[src/rtl/cic_pkg.sv]
// cic_pkg: shared constants and helpers for the CIC interpolator/decimator pair.
//   clog2         - ceiling log2 usable in constant expressions
//   log_rate      - bits of growth per stage for a given rate
//   acc_width     - comb/integrator register width
//   out_slice_msb - top bit of the unity-gain output slice of the last integrator
package cic_pkg;

  function automatic int unsigned clog2(input int unsigned value);
    int unsigned result;
    int unsigned rem;
    result = 0;
    rem    = value - 1;
    while (rem != 0) begin
      result++;
      rem = rem >> 1;
    end
    return result;
  endfunction

  function automatic int unsigned log_rate(input int unsigned rate);
    return clog2(rate);
  endfunction

  function automatic int unsigned acc_width(input int unsigned in_width,
                                            input int unsigned stages,
                                            input int unsigned rate);
    return in_width + stages * log_rate(rate);
  endfunction

  // Gain is R^(N-1): dropping (N-1)*log2(R) LSBs restores unity DC gain.
  function automatic int unsigned out_slice_msb(input int unsigned in_width,
                                                input int unsigned stages,
                                                input int unsigned rate);
    return in_width + (stages - 1) * log_rate(rate) - 1;
  endfunction

endpackage

[src/rtl/cic_interpolator_if.sv]
// cic_interpolator_if: sample-stream bundle between upstream, the interpolator and downstream.
//   strobe     - high-rate sample enable (upstream -> DUT)
//   in_data    - signed low-rate input sample (upstream -> DUT)
//   in_req     - one-clock request for the next input sample (DUT -> upstream)
//   out_data   - signed high-rate output sample (DUT -> downstream)
//   out_strobe - one-clock pulse, out_data updated (DUT -> downstream)
interface cic_interpolator_if #(
  parameter int unsigned IN_WIDTH  = 16,
  parameter int unsigned OUT_WIDTH = 16
);
  logic                        strobe;
  logic signed [IN_WIDTH-1:0]  in_data;
  logic                        in_req;
  logic signed [OUT_WIDTH-1:0] out_data;
  logic                        out_strobe;

  modport master (
    output strobe,
    output in_data,
    input  in_req,
    input  out_data,
    input  out_strobe
  );

  modport slave (
    input  strobe,
    input  in_data,
    output in_req,
    output out_data,
    output out_strobe
  );
endinterface

[src/rtl/cic_integrator.sv]
// cic_integrator: one CIC integrator stage, o_acc <= o_acc + i_data on every strobe.
//   i_clk    - clock
//   i_rst    - asynchronous active-high reset, clears the accumulator
//   i_strobe - accumulate enable
//   i_data   - stage input (previous stage accumulator or zero-stuffed comb output)
//   o_acc    - registered accumulator, wraps in two's complement
module cic_integrator #(
  parameter int unsigned ACC_WIDTH = 31
) (
  input  logic                 i_clk,
  input  logic                 i_rst,
  input  logic                 i_strobe,
  input  logic [ACC_WIDTH-1:0] i_data,
  output logic [ACC_WIDTH-1:0] o_acc
);

  logic [ACC_WIDTH-1:0] r_acc;

  always_ff @(posedge i_clk or posedge i_rst) begin
    if (i_rst) begin
      r_acc <= '0;
    end else if (i_strobe) begin
      r_acc <= r_acc + i_data;
    end
  end

  assign o_acc = r_acc;

endmodule

[src/rtl/cic_interpolator.sv]
// cic_interpolator: fixed-rate CIC interpolator (STAGES combs at the input rate, zero-stuffing,
// STAGES integrators at the output rate), output scaled back to unity DC gain.
//   i_clk  - clock, rising edge
//   i_rst  - asynchronous active-high reset, clears all state and outputs
//   io_bus - slave side of cic_interpolator_if (strobe/in_data in, in_req/out_data/out_strobe out)
module cic_interpolator
  import cic_pkg::*;
#(
  parameter int unsigned STAGES    = 5,
  parameter int unsigned RATE      = 8,
  parameter int unsigned IN_WIDTH  = 16,
  parameter int unsigned OUT_WIDTH = 16
) (
  input  logic                i_clk,
  input  logic                i_rst,
  cic_interpolator_if.slave   io_bus
);

  localparam int unsigned LogRate  = log_rate(RATE);
  localparam int unsigned AccWidth = acc_width(IN_WIDTH, STAGES, RATE);
  localparam int unsigned OutMsb   = out_slice_msb(IN_WIDTH, STAGES, RATE);
  localparam logic [LogRate-1:0] PhaseLast = LogRate'(RATE - 1);

  logic [LogRate-1:0]          r_phase;
  logic                        w_phase_zero;
  logic                        w_accept;
  logic                        r_in_req;
  logic signed [OUT_WIDTH-1:0] r_out_data;
  logic                        r_out_strobe;

  // w_comb_x[0] is the sign-extended input, w_comb_x[k+1] is comb stage k output.
  logic [AccWidth-1:0] w_comb_x [STAGES+1];
  // w_int_x[0] is the zero-stuffed integrator input, w_int_x[k+1] is integrator k output.
  logic [AccWidth-1:0] w_int_x  [STAGES+1];
  logic                w_unused_acc;

  assign w_phase_zero = (r_phase == '0);
  assign w_accept     = io_bus.strobe && w_phase_zero;

  always_ff @(posedge i_clk or posedge i_rst) begin
    if (i_rst) begin
      r_phase <= '0;
    end else if (io_bus.strobe) begin
      r_phase <= (r_phase == PhaseLast) ? '0 : r_phase + 1'b1;
    end
  end

  assign w_comb_x[0] = {{(AccWidth - IN_WIDTH){io_bus.in_data[IN_WIDTH-1]}}, io_bus.in_data};

  for (genvar k = 0; k < STAGES; k++) begin : g_comb
    logic [AccWidth-1:0] r_comb;
    logic [AccWidth-1:0] r_dly;

    always_ff @(posedge i_clk or posedge i_rst) begin
      if (i_rst) begin
        r_comb <= '0;
        r_dly  <= '0;
      end else if (w_accept) begin
        r_comb <= w_comb_x[k] - r_dly;
        r_dly  <= w_comb_x[k];
      end
    end

    assign w_comb_x[k+1] = r_comb;
  end

  // Comb result enters only on the phase-0 strobe; the other RATE-1 strobes feed zeros.
  assign w_int_x[0] = w_phase_zero ? w_comb_x[STAGES] : '0;

  for (genvar k = 0; k < STAGES; k++) begin : g_int
    cic_integrator #(
      .ACC_WIDTH (AccWidth)
    ) u_integrator (
      .i_clk    (i_clk),
      .i_rst    (i_rst),
      .i_strobe (io_bus.strobe),
      .i_data   (w_int_x[k]),
      .o_acc    (w_int_x[k+1])
    );
  end

  always_ff @(posedge i_clk or posedge i_rst) begin
    if (i_rst) begin
      r_in_req     <= 1'b0;
      r_out_data   <= '0;
      r_out_strobe <= 1'b0;
    end else begin
      r_in_req     <= w_accept;
      r_out_strobe <= io_bus.strobe;
      if (io_bus.strobe) begin
        r_out_data <= w_int_x[STAGES][OutMsb -: OUT_WIDTH];
      end
    end
  end

  // Bits outside the output slice are intentionally discarded (floor truncation, known headroom).
  assign w_unused_acc = ^w_int_x[STAGES];

  assign io_bus.in_req     = r_in_req;
  assign io_bus.out_data   = r_out_data;
  assign io_bus.out_strobe = r_out_strobe;

endmodule

[src/flat_wrapper.sv]
// flat-port wrapper written by rule: the top's interface ports become plain ports
module cic_interpolator_flat import cic_pkg::*;
#(
  parameter int unsigned STAGES    = 5,
  parameter int unsigned RATE      = 8,
  parameter int unsigned IN_WIDTH  = 16,
  parameter int unsigned OUT_WIDTH = 16
)
  (i_clk, i_rst, io_bus_strobe, io_bus_in_data, io_bus_in_req, io_bus_out_data, io_bus_out_strobe);
  cic_interpolator_if #(.IN_WIDTH(IN_WIDTH), .OUT_WIDTH(OUT_WIDTH)) io_bus_i ();
  input  logic i_clk;
  input  logic i_rst;
  input wire logic [$bits(io_bus_i.strobe)-1:0] io_bus_strobe;
  input wire logic [$bits(io_bus_i.in_data)-1:0] io_bus_in_data;
  output wire logic [$bits(io_bus_i.in_req)-1:0] io_bus_in_req;
  output wire logic [$bits(io_bus_i.out_data)-1:0] io_bus_out_data;
  output wire logic [$bits(io_bus_i.out_strobe)-1:0] io_bus_out_strobe;
  assign io_bus_i.strobe = io_bus_strobe;
  assign io_bus_i.in_data = io_bus_in_data;
  assign io_bus_in_req = io_bus_i.in_req;
  assign io_bus_out_data = io_bus_i.out_data;
  assign io_bus_out_strobe = io_bus_i.out_strobe;
  cic_interpolator #(.STAGES(STAGES), .RATE(RATE), .IN_WIDTH(IN_WIDTH), .OUT_WIDTH(OUT_WIDTH)) u_core (.i_clk(i_clk), .i_rst(i_rst), .io_bus(io_bus_i));
endmodule
[config.mk]
export PLATFORM = sky130hd
export DESIGN_NAME = cic_interpolator_flat
export DESIGN_NICKNAME = d
export VERILOG_FILES = /design/src/rtl/cic_pkg.sv /design/src/rtl/cic_interpolator_if.sv /design/src/rtl/cic_integrator.sv /design/src/rtl/cic_interpolator.sv /design/src/flat_wrapper.sv
export SDC_FILE = /design/constraint.sdc
export NUM_CORES = 1
export LEC_CHECK = 0
export ABC_AREA = 1
export BUFFER_PORTS_ARGS = -buffer_cell sky130_fd_sc_hd__buf_2
export CAP_MARGIN = 15
export CELL_PAD_IN_SITES_DETAIL_PLACEMENT = 1
export CELL_PAD_IN_SITES_GLOBAL_PLACEMENT = 2
export CORE_MARGIN = 3
export CORE_UTILIZATION = 36
export CTS_BUF_LIST = sky130_fd_sc_hd__clkbuf_16
export DETAILED_ROUTE_END_ITERATION = 16
export PLACE_DENSITY = 0.9
export SLEW_MARGIN = 20
export SYNTH_ARGS = -nofsm -noshare
export SYNTH_HDL_FRONTEND = slang
export SYNTH_SLANG_ARGS = --single-unit
[constraint.sdc]
create_clock -name i_clk -period 15.3 [get_ports i_clk]
set_input_delay 2.295 -clock i_clk [delete_from_list [all_inputs] [get_ports i_clk]]
set_output_delay 2.295 -clock i_clk [all_outputs]
set_load 0.01 [all_outputs]
==> reports/qor.txt, run 1 <==
Final hold viol count = 0
Final wirelength = 104.9 mm
CP Launch Type = input pin
Root buf cell = clkbuf_16
Die X = 308.2 µm
Tcrit/Tclk final = 40.38%
Starting Density = 36.41%
Library cells used by synthesis = 29
Tightest Pin Transition = 1023 ps
Most Frequent Cell on Critical Path = buf_4
FMAX = 161.9 MHz
Synth warn = 0
Critical-path cell list = buf_4 > inv_6 > nor2_4 > buf_4 > buf_4 > buf_4 > buf_4 > o21ai_0
CP top delay family = buffers and inverters
Status = completed
GP Congestion = 0.8657
WL per Instance = 16.11 µm
Synth top area share = 30.98%
Rows = 110
Post-route ant nets = 0
HP Class = register to register
Post-Syn Instances = 5276
Crit path max fanout = 106
Avg Cell Area, Syn = 6.231 µm²
Area Overhead vs Synth = 9.786%
Core ar. = 90290 µm²
Postcts setup bufs = 0
Hpwl dp = 83.63 mm
Yosys top cell by area = dfrtp_1
Later-pin clock latency in the skew report = 660 ps
Fillers = 12130
First-pass DRT Iterations = 7
Buf/Inv on CP = 6
Initial DRC count = 1419
Most common cell after layout, fill and taps aside = nand2_1
Rel. slew slack = 31.83%
Minimum clock period = 6178 ps
Slew Limit Fails = 0
EDFF count, synth = 0
PostCTS Resize Cnt = 0
Drt via density = 4.889
Vias in the first global route = 32420
Synth Net Count = 5557
CP peak stage delay = 880 ps
RSZ-0062 raised after global routing = no
CP max stage cell = buf_4
Critical path class = input pin to register
Grt total ovfl = 0
FF/Latch Area = 10180 µm²
Worst Skew = 54.99 ps
Clock tree buffer depth = 3
Fraction of layout cells with a size suffix above 1 = 3.150%
Critical Path RT = 15780 ps
Hold-fix buffers at CTS = 0
CTS tree = done
Clk slew on worst S/H paths = 60 ps
Largest net degree at the start of global routing = 107
Crit. End Element = register
Asr flop ratio synth = 100.0%
Multi-input logic area = 18830 µm²
Initial antenna violation count = 4
Top FF cell, synth = dfrtp_1
#FFs+latches synth = 407
Total number of vias = 31830
Commonest cells after routing, fill and taps aside = 2175 x nand2_1, 933 x inv_1, 407 x dfrtp_1, 367 x nand3_1, 350 x nor2_1
First-pass GRT wire length = 172.5 mm
TritonCTS buffer count = 52
Total negative slack = 0 ps
Total track usage = 22.36%
Htree depth = 2
Final layout net count = 5570
Die footprint = 94970 µm²
Die H = 308.2 µm
Port buffer count = 36
Clock sinks = 407
MaxCap Viol Count = 0
Critical path arrival = 6650 ps
DRC = 0
IO Pins = 37
Post-synthesis sequential area ratio = 30.98%
Final setup violation count = 0
Synthesized cell area = 32870 µm²
Top post-synthesis cells by area = dfrtp_1 31%, nand2_1 25%, inv_1 11%
## metal layers
layer  part of all wire, %  track usage [%]  vias up
met4                   2.3            5.308        6
met3                   3.2            2.884      120
met5                 0.041                0        -
met1                    48            30.55    15130
li1                      -                -    16290
met2                    46            37.58      281
## cell usage after synthesis (3+ instances only)
| cell type | instances |
|---|---|
| clkbuf_1 | 56 |
| o21bai_1 | 11 |
| or2_2 | 30 |
| nor3_1 | 10 |
| and3_1 | 5 |
| nand3_1 | 367 |
| a21o_1 | 8 |
| xnor2_1 | 71 |
| fa_1 | 10 |
| ha_1 | 252 |
| and2_1 | 8 |
| a21oi_1 | 153 |
| nand2_1 | 2175 |
| buf_2 | 31 |
| xor2_1 | 20 |
| a31oi_1 | 7 |
| nor4_1 | 3 |
| dfrtp_1 | 407 |
| o21ai_0 | 257 |
| nand3b_1 | 61 |
| nor2_1 | 350 |
| nand4_1 | 48 |
| inv_1 | 928 |
## kinds of logic (layout without fill, tap and decap cells)
kind of cell | after synthesis | after routing | share of synthesized area (%)
xor+xnor | 91 | 91 | 2.425
other cells | 0 | 1 | 0
buf+inv | 1019 | 1076 | 11.75
simple gates | 3059 | 3059 | 37.79
compound gates | 438 | 438 | 6.847
fa+ha+maj | 262 | 262 | 10.20
flops | 407 | 407 | 30.98
## final timing paths
path / from / to / slack [ps] / depth (start not counted)
worst min-delay path: u_core.io_bus.out_data[5]$_DFFE_PP0P_ / u_core.io_bus.out_data[5]$_DFFE_PP0P_ / 470 / 2
worst max-delay path: io_bus_strobe / u_core.g_comb[0].r_dly[7]$_DFFE_PP0P_ / 9120 / 8
min in group asynchronous: i_rst / u_core.g_int[3].u_integrator.o_acc[25]$_DFFE_PP0P_ / 1800 / 2
worst min register to register: u_core.io_bus.out_data[5]$_DFFE_PP0P_ / u_core.io_bus.out_data[5]$_DFFE_PP0P_ / 470 / 2
worst max register to register: u_core.r_phase[0]$_DFFE_PP0P_ / u_core.g_comb[0].r_dly[7]$_DFFE_PP0P_ / 10830 / 9
max in group asynchronous: i_rst / u_core.g_comb[4].r_dly[6]$_DFFE_PP0P_ / 10610 / 5
## area by class of cell
type,instances,share of cell area [%]
Inverter,930,9.721
Tap cell,1176,4.077
Clock buffer,52,3.606
Timing Repair Buffer,48,0.7662
Antenna cell,1,0.006934
Multi-Input combinational cell,3850,52.17
Clock inverter,46,1.428
Sequential cell,407,28.22
## registers in the layout, indices dropped and copies added (netlist names)
register	cells
u_core.io_bus.out_strobe	1
u_core.g_comb.r_dly	117
u_core.r_phase	3
u_core.io_bus.in_req	1
u_core.g_int.u_integrator.o_acc	140
u_core.io_bus.out_data	16
u_core.g_comb.r_comb	129
## tightest hold or removal path: stages (launching register included)
cell	delay [ps]
dfrtp_1	340
nand2_1	50
nand2_1	40
## per-stage QoR
step           std cells  cell area, µm²  util, %  setup slack [ps]  hold slack (ps)
2_1_floorplan       5276           32870        -              1682            448.3
5_1_grt             6509           36090    39.97              8600            497.0
3_5_place_dp        6411           34270    37.95              8402            454.0
6_report            6510           36090    39.97              9122            466.3
3_3_place_gp        6411           34270    37.95              8531            449.6
4_1_cts             6509           36080    39.97              9100            468.4
Power of run 1 is left out: the tool's default activity adds up to more than one toggle a clock period on the data nets, which glitch-free logic cannot reach.
==> run 2: changes to the inputs <==
--- a/config.mk
+++ b/config.mk
@@ -5,16 +5,16 @@
 export SDC_FILE = /design/constraint.sdc
 export NUM_CORES = 1
 export LEC_CHECK = 0
-export ABC_AREA = 1
+export ABC_AREA = 0
 export BUFFER_PORTS_ARGS = -buffer_cell sky130_fd_sc_hd__buf_2
 export CAP_MARGIN = 15
 export CELL_PAD_IN_SITES_DETAIL_PLACEMENT = 1
 export CELL_PAD_IN_SITES_GLOBAL_PLACEMENT = 2
 export CORE_MARGIN = 3
-export CORE_UTILIZATION = 36
+export CORE_UTILIZATION = 41
 export CTS_BUF_LIST = sky130_fd_sc_hd__clkbuf_16
 export DETAILED_ROUTE_END_ITERATION = 16
-export PLACE_DENSITY = 0.9
+export PLACE_DENSITY = 0.89
 export SLEW_MARGIN = 20
 export SYNTH_ARGS = -nofsm -noshare
 export SYNTH_HDL_FRONTEND = slang
==> constraint.sdc (replaced) <==
create_clock -name i_clk -period 5.9 [get_ports i_clk]
set_input_delay 0.885 -clock i_clk [delete_from_list [all_inputs] [get_ports i_clk]]
set_output_delay 0.885 -clock i_clk [all_outputs]
set_load 0.01 [all_outputs]
==> reports/qor.txt, run 2 <==
Grt met2 use = 35.00% (-2.6 points)
Rel. slew slack = 33.83% (+2.0 points)
Initial antenna violation count = 0 (-4)
Root buf cell = clkbuf_16
Met1 usage = 23.85% (-6.7 points)
Port buffer count = 36 (unchanged)
Worst Skew = 27.10 ps (-27.90 ps)
Biggest regs = u_core.g_int.u_integrator.o_acc (140), u_core.g_comb.r_comb (129), u_core.g_comb.r_dly (117)
Grt total ovfl = 0 (unchanged)
Status = completed
HP Class = input pin to asynchronous set/reset pin
#FFs+latches synth = 407 (unchanged)
First-pass DRT Iterations = 5 (-2)
Top post-synthesis cells by area = dfrtp_1 37%, ha_1 12%, o21ai_0 5.5%
Post-Syn Instances = 3004 (-43%)
Postcts setup bufs = 0 (unchanged)
Synthesized cell area = 27240 µm² (-17%)
Hold-fix buffers at CTS = 0 (unchanged)
Area Overhead vs Synth = 9.645%
Clock sinks = 407 (unchanged)
Crit. End Element = register
GP Congestion = 0.8799 (+1.6%)
Largest net degree at the start of global routing = 189 (+77%)
Rows = 93 (-15%)
Critical Path RT = 6360 ps (-9420 ps)
Final setup violation count = 0 (unchanged)
EDFF count, synth = 0 (unchanged)
Tcrit/Tclk final = 69.50%
Yosys top cell by area = dfrtp_1
Antenna Cells = 0 (-1)
Core ar. = 65050 µm² (-28%)
IO Pins = 37 (unchanged)
Asr flop ratio synth = 100.0% (unchanged)
Fraction of layout cells with a size suffix above 1 = 8.959% (+5.8 points)
Library cells used by synthesis = 80 (+180%)
Biggest register = u_core.g_int.u_integrator.o_acc
Top FF cell, synth = dfrtp_1
Slew Limit Fails = 0 (unchanged)
PostCTS Resize Cnt = 0 (unchanged)
CTS tree = done
Hpwl dp = 49.06 mm (-41%)
Drt via density = 5.571 (+14%)
Total number of vias = 21680 (-32%)
Synth warn = 0 (unchanged)
DRC = 0 (unchanged)
Min Hold Slack = 430.1 ps (-36.19 ps)
Post-route ant nets = 0 (unchanged)
Critical path arrival = 4560 ps (-2090 ps)
Synth Net Count = 3285 (-41%)
Vias in the first global route = 23220 (-28%)
Minimum clock period = 4100 ps
Most common cell after layout, fill and taps aside = dfrtp_1
Die footprint = 69570 µm² (-27%)
Avg Cell Area, Syn = 9.068 µm² (+46%)
Total track usage = 19.22% (-3.1 points)
MaxCap Viol Count = 0 (unchanged)
Busiest grt layer = met2
CP Launch Type = register
Htree depth = 2 (unchanged)
Max reg flops = 140 (unchanged)
Starting Density = 41.88% (+5.5 points)
FMAX = 243.9 MHz
Clk slew on worst S/H paths = 60 ps (about the same)
Final hold viol count = 0 (unchanged)
Initial DRC count = 903 (-36%)
RSZ-0062 raised after global routing = no
Synth top area share = 37.39% (+6.4 points)
Final non-filler cell total = 3891 (-40%)
Post-synthesis sequential area ratio = 37.39% (+6.4 points)
Die X = 263.8 µm (-14%)
Final layout net count = 3278 (-41%)
Critical path class = register to register
Met3 Use GR = 2.356% (-0.53 points)
Synth top cells by count = 407 x dfrtp_1, 371 x nand2_1, 302 x o21ai_0
Final wirelength = 67.16 mm (-36%)
First-pass GRT wire length = 114.9 mm (-33%)
Clock tree buffer depth = 3 (unchanged)
TritonCTS buffer count = 48 (-7.7%)
Count leader, synth = dfrtp_1
Inst Count DP = 3801 (-41%)
WL per Instance = 17.26 µm (+7.1%)
Crit path max fanout = 30 (-72%)
Later-pin clock latency in the skew report = 590 ps (-70 ps)
Die H = 263.8 µm (-14%)
Tightest Pin Transition = 992.5 ps (-30.10 ps)
Commonest cells after routing, fill and taps aside = 407 x dfrtp_1, 370 x nand2_1, 302 x o21ai_0, 252 x ha_1, 217 x a21oi_1
==> run 2: cell types whose count changed after synthesis, sizes merged, moves of 55 or more <==
cell	previous run	this run
nand2	2176	371
mux2	0	121
inv	930	191
nand3	367	54
nor2	351	130
xnor2	71	126
a21oi	153	218
a21o	8	117
nand3b	61	6
==> run 2: worst paths after layout <==
| check | cells after the start | from | slack (ps) | endpoint |
|---|---|---|---|---|
| worst max-delay path | 16 | u_core.r_phase[0]$_DFFE_PP0P_ | 1800 | u_core.g_int[0].u_integrator.o_acc[26]$_DFFE_PP0P_ |
| worst min-delay path | 2 | i_rst | 430 | u_core.g_comb[4].r_comb[5]$_DFFE_PP0P_ |
| worst max register to register | 16 | u_core.r_phase[0]$_DFFE_PP0P_ | 1800 | u_core.g_int[0].u_integrator.o_acc[26]$_DFFE_PP0P_ |
| worst min register to register | 1 | u_core.g_int[4].u_integrator.o_acc[27]$_DFFE_PP0P_ | 470 | u_core.g_int[4].u_integrator.o_acc[27]$_DFFE_PP0P_ |
| max in group asynchronous | 4 | i_rst | 4010 | u_core.g_comb[1].r_dly[15]$_DFFE_PP0P_ |
| min in group i_clk | 1 | u_core.g_int[4].u_integrator.o_acc[27]$_DFFE_PP0P_ | 470 | u_core.g_int[4].u_integrator.o_acc[27]$_DFFE_PP0P_ |
==> run 2: logic make-up (layout without fill, tap and decap cells) <==
kind of cell,after synthesis,in the layout,synth area share [%]
AND/OR/NAND/NOR,787,787,13.26
buffers and inverters,299,331,4.120
AO/OA/AOI/OAI,928,928,21.46
flip-flops,407,407,37.39
adder cells (fa/ha/maj),262,262,12.31
XOR/XNOR,192,192,6.173
multiplexers,129,129,5.296
==> run 2: routing by layer <==
metal / share of wire [%] / routed length (µm)
met1: 44 / 29880
met2: 51 / 34030
met3: 2.3 / 1527
met4: 2.6 / 1723
met5: 0 / 0
==> run 2: final cells by class <==
cell class | instances | area, µm²
Tap cell | 855 | 1070
Sequential cell | 407 | 10180
Multi-Input combinational cell | 2298 | 15940
Fill cell | 7499 | 35180
Timing Repair Buffer | 50 | 349.1
Clock inverter | 39 | 342.8
Inverter | 192 | 729.5
Clock buffer | 50 | 1251
==> run 2: metrics by stage <==
step	instance area, µm²	util, %	setup TNS, ps	setup slack, ps
after detailed placement	28250	43.43	0	1798
after CTS	29840	45.88	0	1754
final	29870	45.92	0	1800
after global routing	29870	45.92	0	1472
after global placement	28250	43.43	0	1920
after floorplan	27240	-	-190750	-468.7
==> run 2: worst max-delay path, stage by stage, from the launching register on <==
cell      delay, ps
dfrtp_1         360
inv_1            60
ha_1            200
nor2b_1         130
buf_4           200
and2_1          180
ha_1            250
fa_1            450
a21o_1          190
a211oi_1        380
o21ai_1         180
a21oi_2         250
o311a_1         290
o31ai_1         150
a221oi_1        330
xnor2_1         100
mux2_2          270
Power of run 2 is left out for the same reason.
==> run 3: changes to the inputs <==
==> constraint.sdc (replaced) <==
create_clock -name i_clk -period 4 [get_ports i_clk]
set_input_delay 0.6 -clock i_clk [delete_from_list [all_inputs] [get_ports i_clk]]
set_output_delay 0.6 -clock i_clk [all_outputs]
set_load 0.01 [all_outputs]
==> reports/qor.txt, run 3 (same netlist as run 2, synthesis figures left out) <==
HP Class = input pin to asynchronous set/reset pin
Critical Path RT = 4470 ps (-1890 ps)
Most common cell after layout, fill and taps aside = dfrtp_1
Final Util = 45.80% (-0.12 points)
Drt via density = 5.630 (+1.1%)
Total track usage = 19.54% (+0.32 points)
Hpwl dp = 50.61 mm (+3.2%)
Rel. slew slack = 35.50% (+1.7 points)
Reg2reg end = u_core.g_int[0].u_integrator.o_acc[26]$_DFFE_PP0P_
Final wirelength = 68.67 mm (+2.2%)
Biggest regs = u_core.g_int.u_integrator.o_acc (140), u_core.g_comb.r_comb (129), u_core.g_comb.r_dly (117)
Clock sinks = 407 (unchanged)
GP Congestion = 0.8642 (-1.8%)
Port buffer count = 36 (unchanged)
Later-pin clock latency in the skew report = 610 ps (+20 ps)
Postcts setup bufs = 0 (unchanged)
Antenna Cells = 0 (unchanged)
Die X = 263.8 µm (unchanged)
Worst Setup SP = u_core.r_phase[0]$_DFFE_PP0P_
FF/Latch Area = 10180 µm² (unchanged)
Crit. End Element = register
MaxCap Viol Count = 0 (unchanged)
Fillers = 7495 (-0.053%)
Fin worst setup slack = 281.0 ps (-1519 ps)
Rows = 93 (unchanged)
Status = completed
Die H = 263.8 µm (unchanged)
Initial DRC count = 863 (-4.4%)
Core ar. = 65050 µm² (unchanged)
Root buf cell = clkbuf_16
Die footprint = 69570 µm² (unchanged)
RSZ-0062 raised after global routing = no
TritonCTS buffer count = 48 (unchanged)
FMAX = 268.9 MHz (+10%)
Htree depth = 2 (unchanged)
Total number of vias = 21890 (+0.98%)
IO Pins = 37 (unchanged)
Final layout net count = 3281 (+0.092%)
Critical path destination = u_core.g_int[0].u_integrator.o_acc[26]$_DFFE_PP0P_
Critical path arrival = 4190 ps (-370 ps)
WL per Instance = 17.66 µm (+2.3%)
Slew Limit Fails = 0 (unchanged)
CP Launch Type = register
Reg2Reg Setup Slack = 280 ps (-1520 ps)
Tcrit/Tclk final = 92.98% (+23 points)
Vias in the first global route = 23510 (+1.3%)
First-pass GRT wire length = 117.0 mm (+1.8%)
Multi-input logic area = 15950 µm² (about the same)
Max reg flops = 140 (unchanged)
DRC = 0 (unchanged)
Crit path max fanout = 4 (-87%)
RR Startpoint = u_core.r_phase[0]$_DFFE_PP0P_
Minimum clock period = 3719 ps (-381.3 ps)
First-pass DRT Iterations = 7 (+2)
R2R cell count = 15 (-1)
Starting Density = 41.88% (unchanged)
Worst Skew = 23.25 ps (-3.843 ps)
Biggest register = u_core.g_int.u_integrator.o_acc
Post-route ant nets = 0 (unchanged)
Grt total ovfl = 0 (unchanged)
Initial antenna violation count = 0 (unchanged)
Clock tree buffer depth = 3 (unchanged)
Setup slack at placement = 195.3 ps (-1602 ps)
Commonest cells after routing, fill and taps aside = 407 x dfrtp_1, 370 x nand2_1, 302 x o21ai_0, 252 x ha_1, 217 x a21oi_1
Tightest Pin Transition = 955.3 ps (-37.19 ps)
Final setup violation count = 0 (unchanged)
Area Overhead vs Synth = 9.370%
CTS tree = done
Largest net degree at the start of global routing = 122 (-35%)
Clk slew on worst S/H paths = 60 ps (about the same)
Final hold viol count = 0 (unchanged)
Critical path class = register to register
Fraction of layout cells with a size suffix above 1 = 8.803% (-0.16 points)
run 3: cell types whose count changed in the layout (fill, tap and decap cells not counted):
cell / change
clkbuf_16: -2
bufinv_16: -3
a211oi_2: +1
buf_6: +1
buf_16: -1
a211oi_1: -1
inv_16: +1
clkinvlp_4: -1
inv_1: +3
clkinv_2: -4
buf_12: +4
buf_4: -1
run 3: metrics by stage:
step	std cells	TNS [ps]	instance area, µm²	hold slack (ps)
floorplan	3004	-848060	27240	436.2
global placement	3805	0	28330	465.2
detailed placement	3805	0	28330	459.3
CTS	3888	0	29780	70.29
global route	3888	0	29790	109.9
finish	3888	0	29790	82.93
run 3: what timing repair did:
action / CTS / global route
hold buffers: 0 / 0
resized for setup: 0 / 2
hold endpoints to repair: 0 / 0
setup endpoints to repair: 0 / 3
run 3: critical path, cell delays in order, from the launching register on:
cell      delay [ps]
dfrtp_1          360
inv_1             60
ha_1             180
nor2b_1          140
and2_1           170
ha_1             250
fa_1             450
a21o_1           210
a211oi_2         250
o21ai_1          150
a21oi_2          250
o311a_1          290
o31ai_1          150
a221oi_1         330
xnor2_1          100
mux2_2           260
run 3: how the worst min path moves through the flow:
| stage | from | end | slack, ps | depth (start not counted) |
|---|---|---|---|---|
| 6_report | i_rst | u_core.g_comb[4].r_comb[4]$_DFFE_PP0P_ | 80 | 2 |
| 2_1_floorplan | u_core.g_int[4].u_integrator.o_acc[27]$_DFFE_PP0P_ | u_core.g_int[4].u_integrator.o_acc[27]$_DFFE_PP0P_ | 440 | 1 |
| 3_5_place_dp | u_core.g_int[4].u_integrator.o_acc[27]$_DFFE_PP0P_ | u_core.g_int[4].u_integrator.o_acc[27]$_DFFE_PP0P_ | 460 | 1 |
| 3_3_place_gp | u_core.g_comb[4].r_comb[23]$_DFFE_PP0P_ | u_core.g_comb[4].r_comb[23]$_DFFE_PP0P_ | 470 | 2 |
| 5_1_grt | i_rst | u_core.g_comb[4].r_comb[4]$_DFFE_PP0P_ | 110 | 2 |
| 4_1_cts | i_rst | u_core.g_comb[4].r_comb[4]$_DFFE_PP0P_ | 70 | 2 |
run 3: layout make-up:
cell class | count | area share, %
well taps | 855 | 3.591
inverters | 192 | 2.448
multi-input cells | 2298 | 53.52
clock inverters | 35 | 0.8609
repair buffers | 53 | 1.361
flip-flops and latches | 407 | 34.18
clock buffers | 48 | 4.032
run 3: metal layers:
metal | GRT usage (%) | vias up | part of all wire (%)
met5 | 0 | - | 0
met3 | 2.263 | 109 | 2.1
li1 | - | 10680 | -
met1 | 24.49 | 10900 | 45
met4 | 5.261 | 0 | 2.3
met2 | 35.50 | 198 | 50
Power of run 3 is left out for the same reason.
